<file path="config.mk">
export PLATFORM = sky130hd
export DESIGN_NAME = lm_sm_sequencer_flat
export DESIGN_NICKNAME = d
export VERILOG_FILES = /design/src/rtl/lm_sm_sequencer_if.sv /design/src/rtl/lm_sm_sequencer.sv /design/src/flat_wrapper.sv
export SDC_FILE = /design/constraint.sdc
export NUM_CORES = 1
export LEC_CHECK = 0
export CAP_MARGIN = 20
export CORE_ASPECT_RATIO = 1.4
export CORE_UTILIZATION = 47
export CTS_BUF_LIST = sky130_fd_sc_hd__clkbuf_4 sky130_fd_sc_hd__clkbuf_8 sky130_fd_sc_hd__clkbuf_16
export DETAILED_ROUTE_END_ITERATION = 8
export PLACE_DENSITY_LB_ADDON = 0.05
export RECOVER_POWER = 100
export SLEW_MARGIN = 15
export SYNTH_ARGS = -nofsm -noshare
export SYNTH_HDL_FRONTEND = slang
export SYNTH_SLANG_ARGS = --single-unit
export TNS_END_PERCENT = 20
</file>
<file path="constraint.sdc">
create_clock -name clk -period 2.25 [get_ports clk]
set_input_delay 0.45 -clock clk [delete_from_list [all_inputs] [get_ports clk]]
set_output_delay 0.45 -clock clk [all_outputs]
set_load 0.01 [all_outputs]
</file>
<file path="src/rtl/lm_sm_sequencer_if.sv">
`default_nettype none
// ============================================================================
//  Module   : lm_sm_sequencer_if
//  Purpose  : Bundle of the LM/SM sequencer's pipeline-side request signals
//             and its data-memory / register-file / hazard outputs.
//  Ports    : master - drives start/is_store/base_addr/reg_list/flush,
//                      observes the sequencer outputs
//             slave  - the sequencer itself
//  Revision : 1.0 - initial release
// ============================================================================
interface lm_sm_sequencer_if #(
    parameter int ADDR_W = 16,
    parameter int NREGS  = 8,
    parameter int IDX_W  = 3
);
    logic              start;
    logic              is_store;
    logic [ADDR_W-1:0] base_addr;
    logic [NREGS-1:0]  reg_list;
    logic              flush;
    logic [ADDR_W-1:0] mem_addr;
    logic              mem_write_n;
    logic [IDX_W-1:0]  reg_idx;
    logic              rf_we;
    logic              stall;
    logic              busy;
    logic              done;
    logic [3:0]        xfer_cnt;

    modport master (
        output start, is_store, base_addr, reg_list, flush,
        input  mem_addr, mem_write_n, reg_idx, rf_we, stall, busy, done, xfer_cnt
    );

    modport slave (
        input  start, is_store, base_addr, reg_list, flush,
        output mem_addr, mem_write_n, reg_idx, rf_we, stall, busy, done, xfer_cnt
    );
endinterface
`default_nettype wire

</file>
<file path="src/rtl/lm_sm_sequencer.sv">
`default_nettype none
// ============================================================================
//  Module   : lm_sm_sequencer
//  Purpose  : Memory-stage micro-sequencer for LM/SM. Expands one load/store
//             multiple into back-to-back single-word accesses (ascending
//             register order, ascending address) and stalls the upstream
//             pipeline until the register list is exhausted.
//  Ports    : clk    - clock, all state changes on posedge
//             reset  - synchronous, active-low
//             bus    - lm_sm_sequencer_if.slave: start/is_store/base_addr/
//                      reg_list/flush in; mem_addr/mem_write_n/reg_idx/
//                      rf_we/stall/busy/done/xfer_cnt out
//  Revision : 1.0 - initial release
// ============================================================================
module lm_sm_sequencer #(
    parameter int ADDR_W = 16,
    parameter int NREGS  = 8,
    parameter int IDX_W  = 3
) (
    input  wire logic            clk,
    input  wire logic            reset,
    lm_sm_sequencer_if.slave     bus
);

    localparam logic [1:0] c_st_idle = 2'd0;
    localparam logic [1:0] c_st_run  = 2'd1;
    localparam logic [1:0] c_st_done = 2'd2;

    logic [1:0]        r_state;
    logic [NREGS-1:0]  r_mask;
    logic [ADDR_W-1:0] r_addr;
    logic [3:0]        r_cnt;
    logic              r_store;

    logic [IDX_W-1:0]  w_idx;
    logic [NREGS-1:0]  w_mask_next;
    logic              w_live;
    logic              w_idle;
    logic              w_run;
    logic              w_done;

    // Reset and flush both squash every strobe in the cycle they are
    // asserted, so an aborted op never issues a further access.
    assign w_live = reset & ~bus.flush;
    assign w_idle = (r_state == c_st_idle);
    assign w_run  = (r_state == c_st_run);
    assign w_done = (r_state == c_st_done);

    // Lowest set bit of the remaining mask selects the register served now.
    always_comb begin
        w_idx = '0;
        for (int i = NREGS - 1; i >= 0; i--) begin
            if (r_mask[i]) begin
                w_idx = IDX_W'(i);
            end
        end
    end

    // Clearing the lowest set bit: x & (x - 1).
    assign w_mask_next = r_mask & (r_mask - NREGS'(1));

    always_ff @(posedge clk) begin
        if (!reset) begin
            r_state <= c_st_idle;
            r_mask  <= '0;
            r_addr  <= '0;
            r_cnt   <= '0;
            r_store <= 1'b0;
        end else if (bus.flush) begin
            r_state <= c_st_idle;
            r_mask  <= '0;
        end else begin
            case (r_state)
                c_st_idle: begin
                    if (bus.start) begin
                        r_mask  <= bus.reg_list;
                        r_addr  <= bus.base_addr;
                        r_cnt   <= '0;
                        r_store <= bus.is_store;
                        // An empty list performs no accesses at all.
                        r_state <= (bus.reg_list != '0) ? c_st_run : c_st_done;
                    end
                end
                c_st_run: begin
                    r_mask <= w_mask_next;
                    r_addr <= r_addr + ADDR_W'(1);
                    r_cnt  <= r_cnt + 4'd1;
                    if (w_mask_next == '0) begin
                        r_state <= c_st_done;
                    end
                end
                c_st_done: begin
                    r_state <= c_st_idle;
                end
                default: begin
                    r_state <= c_st_idle;
                end
            endcase
        end
    end

    assign bus.mem_addr    = r_addr;
    assign bus.reg_idx     = w_idx;
    assign bus.mem_write_n = ~(w_live & w_run & r_store);
    // Data memory reads combinationally, so LM write-back is same-cycle.
    assign bus.rf_we       = w_live & w_run & ~r_store;
    assign bus.stall       = w_live & ((w_idle & bus.start) | w_run);
    assign bus.busy        = ~w_idle;
    assign bus.done        = w_live & w_done;
    assign bus.xfer_cnt    = r_cnt;

endmodule
`default_nettype wire
</file>
<file path="src/flat_wrapper.sv">
// flat-port wrapper written by rule: the top's interface ports become plain ports
module lm_sm_sequencer_flat 
#(
    parameter int ADDR_W = 16,
    parameter int NREGS  = 8,
    parameter int IDX_W  = 3
)
  (clk, reset, bus_start, bus_is_store, bus_base_addr, bus_reg_list, bus_flush, bus_mem_addr, bus_mem_write_n, bus_reg_idx, bus_rf_we, bus_stall, bus_busy, bus_done, bus_xfer_cnt);
  lm_sm_sequencer_if #(.ADDR_W(ADDR_W), .NREGS(NREGS), .IDX_W(IDX_W)) bus_i ();
  input  wire logic clk;
  input  wire logic reset;
  input wire logic [$bits(bus_i.start)-1:0] bus_start;
  input wire logic [$bits(bus_i.is_store)-1:0] bus_is_store;
  input wire logic [$bits(bus_i.base_addr)-1:0] bus_base_addr;
  input wire logic [$bits(bus_i.reg_list)-1:0] bus_reg_list;
  input wire logic [$bits(bus_i.flush)-1:0] bus_flush;
  output wire logic [$bits(bus_i.mem_addr)-1:0] bus_mem_addr;
  output wire logic [$bits(bus_i.mem_write_n)-1:0] bus_mem_write_n;
  output wire logic [$bits(bus_i.reg_idx)-1:0] bus_reg_idx;
  output wire logic [$bits(bus_i.rf_we)-1:0] bus_rf_we;
  output wire logic [$bits(bus_i.stall)-1:0] bus_stall;
  output wire logic [$bits(bus_i.busy)-1:0] bus_busy;
  output wire logic [$bits(bus_i.done)-1:0] bus_done;
  output wire logic [$bits(bus_i.xfer_cnt)-1:0] bus_xfer_cnt;
  assign bus_i.start = bus_start;
  assign bus_i.is_store = bus_is_store;
  assign bus_i.base_addr = bus_base_addr;
  assign bus_i.reg_list = bus_reg_list;
  assign bus_i.flush = bus_flush;
  assign bus_mem_addr = bus_i.mem_addr;
  assign bus_mem_write_n = bus_i.mem_write_n;
  assign bus_reg_idx = bus_i.reg_idx;
  assign bus_rf_we = bus_i.rf_we;
  assign bus_stall = bus_i.stall;
  assign bus_busy = bus_i.busy;
  assign bus_done = bus_i.done;
  assign bus_xfer_cnt = bus_i.xfer_cnt;
  lm_sm_sequencer #(.ADDR_W(ADDR_W), .NREGS(NREGS), .IDX_W(IDX_W)) u_core (.clk(clk), .reset(reset), .bus(bus_i));
endmodule
</file>
==> metrics.md <==
| Metric | Value |
|---|---|
| IO Pins | 57 |
| Area share of the largest cell type after synthesis | 32.8% |
| Die Y | 77.0 um |
| Post-synth top area cell | dfxtp_1 |
| Layout Nets | 349 |
| Initial DRC Count | 81 |
| Port bufs | 56 |
| Pwr dens | 499 nW/um^2 |
| H-tree depth | 2 |
| Avg Inst Size Synth | 7.62 sq um |
| Share of cells above drive strength 1 | 13.2% |
| DR vias | 2167 |
| Met2 Use GR | 49.5% |
| Root Driver | clkbuf_8 |
| Vias in the first global route | 2001 |
| Clock power share | 33.4% |
| Slew Viols, Final | 0 |
| Skew-Pair Late Insertion Delay | 0.28 ns |
| Post-synth EDFFs | 0 |
| CP Class | register to primary output |
| Met3 usage | 4.22% |
| Initial antenna violation count | 0 |
| Yosys cell types | 56 |
| Ys async rst share | 0% |
| First-pass GRT wire length | 9.21 mm |
| Worst slew pin tran | 0.898 ns |
| Drt wl/cell | 15.3 um |
| DRC violations left | 0 |
| Commonest cells in the netlist | 31 x dfxtp_1, 29 x a21oi_1, 24 x nand2_1 |
| Post-Syn Nets | 279 |
| TritonRoute pass-1 iters | 4 |
| Largest net degree at the start of global routing | 33 |
| Area contributors post-synth | dfxtp_1 33%, a21oi_1 7.7%, o21ai_0 5.3% |
| Main synth FF type | dfxtp_1 |
| Number of diodes | 0 |
| GPL Wtd Cong | 0.844 |
| Worst slew margin | 40.2% |
| Worst Path Required | 1.80 ns |
| Core Region | 3740 sq um |
| Clk_skew | 0.00516 ns |
| Max Clk Rate | 446 MHz |
| Startpoint types | register |
| Area Overhead vs Synth | 42.8% |
| Routed wire length | 5.52 mm |
| Sw Ratio | 28.1% |
| Die X | 55.6 um |
| Gate power share | 21.3% |
| Post-route minimum period | 2.24 ns |
| Hold slack | 0.494 ns |
| Clock Path Buffers | 2 |
| Initial core utilization | 50.5% |
| Gate Count Post-Synth | 248 |
| Die area | 4280 sq um |
| Crit-path slowest cell | clkdlybuf4s50_1 |
| Crit Path Max Fanout | 6 |
| Post-route ant nets | 0 |
| Fin crit share | 99.7% |
| Sink Count | 31 |
| Max incr delay on CP | 0.47 ns |
| Hold Vio Cnt, Final | 0 |
| Endpoints failing setup | 0 |
| RSZ-0062 raised after global routing | yes |
| MaxCap Viol Count | 0 |
| Most used routing layer | met2 |
| Vias/cell | 6.00 |
| Worst path cell trace | nor2b_1 > o21ai_0 > a21oi_1 > o21ba_2 > clkdlybuf4s50_1 |
| HPWL Detailed | 4.06 mm |
| Sequential power share | 45.3% |
| Grt ovf | 0 |
| Flops & latches, synth | 31 |
| HP Class | register to register |
| Crit end category | primary output |
| CTS Buf Count | 5 |
| GRT Util Overall | 26.8% |
| Switching power | 0.378 mW |
| Leak Pwr | 1.10 nW |
| Crit path DAT | 1.79 ns |
| Met1 Resource Use GR | 30.5% |
| Yosys Warn Count | 0 |
| Placement row count | 26 |
| Post-CTS Hold Fix Bufs | 0 |
| Sequential area share after synthesis | 32.8% |
| Max VDD drop | 0.409 mV |
| Status | complete, no violations |
| TritonCTS clock tree | built |
| Final core utilization | 72.1% |
| Top-count cell post-synth | dfxtp_1 |
| Syn Std Cell Area | 1890 sq um |
| Worst-path clk slew | 0.07 ns |
| Cell Int Power | 0.968 mW |
power groups by stage:
stage / Clock [mW] / Combinational, mW / Sequential [mW]
2_1_floorplan: 0 / 0.132 / 0.621
3_3_place_gp: 0 / 0.293 / 0.620
3_5_place_dp: 0 / 0.294 / 0.621
4_1_cts: 0.455 / 0.297 / 0.610
5_1_grt: 0.481 / 0.314 / 0.615
6_report: 0.450 / 0.287 / 0.609
cell usage in the layout, fill, tap and decap left out, drive strengths merged, types with 3 or more instances in the layout:
cell           synthesis  layout
a211oi                 3       3
a21o                   3       3
a21oi                 29      29
a2bb2oi                3       3
and3                   3       3
buf                    6      17
clkbuf                 9      13
clkdlybuf4s50          0      27
dfxtp                 31      31
dlygate4sd2            0       3
dlygate4sd3            0      23
inv                    7       7
nand2                 24      24
nand2b                 4       4
nand3                  9       9
nand4                  3       3
nor2                  21      21
nor3                   9       9
nor4                   8       8
nor4b                  3       3
o21a                   3       3
o21ai                 20      20
o31ai                  4       4
or2                    3       3
or4                    3       3
layout make-up:
class / instances / area (sq um)
Multi-Input combinational cell: 195 / 1200
Fill cell: 332 / 1040
Timing Repair Buffer: 78 / 708
Sequential cell: 31 / 623
Clock buffer: 7 / 83.8
Tap cell: 42 / 52.6
Inverter: 7 / 26.3
Clock inverter: 1 / 5.00
flip-flops by register name, summed over array words and instances, names as in the netlist:
signal               cells
u_core.bus.mem_addr     16
u_core.r_mask            8
u_core.bus.xfer_cnt      4
u_core.r_state           2
u_core.r_store           1
through the flow:
stage	area, sq um	setup slack [ns]	power (mW)	setup TNS, ns	cells
2_1_floorplan	1890	0.437	0.754	0	248
5_1_grt	2700	-0.0554	1.41	-0.0570	361
3_5_place_dp	2600	-0.157	0.915	-0.475	353
4_1_cts	2710	0.000301	1.36	0	361
6_report	2700	0.00631	1.35	0	361
3_3_place_gp	2600	-0.164	0.913	-0.499	353
cells by family (layout without fill, tap and decap cells):
logic type	count (synthesis)	count (layout)	synth area share (%)
flip-flops	31	31	32.8
multiplexers	1	1	0.530
adder cells (fa/ha/maj)	4	4	2.38
buffers and inverters	22	93	4.83
AO/OA/AOI/OAI	87	87	29.8
AND/OR/NAND/NOR	101	101	28.7
XOR/XNOR	2	2	0.927
per-layer routing:
metal	routed length, um	vias up
li1	-	1075
met1	2140	1016
met2	3000	66
met3	276	10
met4	104	0
met5	0	-
timing repair:
item | CTS | global route
buffers inserted | 0 | 0
gates resized for setup | 6 | 7
cloned | 0 | 0
endpoints found under the setup margin | 5 | 5
path summary, 6_finish.rpt:
| check | startpoint | to | slack [ns] | cells past startpoint |
|---|---|---|---|---|
| hold / removal | u_core.bus.xfer_cnt[1] | u_core.bus.xfer_cnt[1] | 0.49 | 2 |
| hold reg to reg | u_core.bus.xfer_cnt[1] | u_core.bus.xfer_cnt[1] | 0.49 | 2 |
| setup reg to reg | u_core.r_state[0] | u_core.bus.mem_addr[10] | 0.17 | 5 |
| setup / recovery | u_core.r_mask[7] | bus_reg_idx[0] | 0.006 | 5 |
worst max-delay path: cells and delay by family, from the launching register on:
kind | cells | cell delay (ns)
AO/OA/AOI/OAI | 3 | 0.57
buffers and inverters | 1 | 0.47
flip-flops | 1 | 0.34
AND/OR/NAND/NOR | 1 | 0.14
Note: power is estimated with default switching activity, not from simulation.
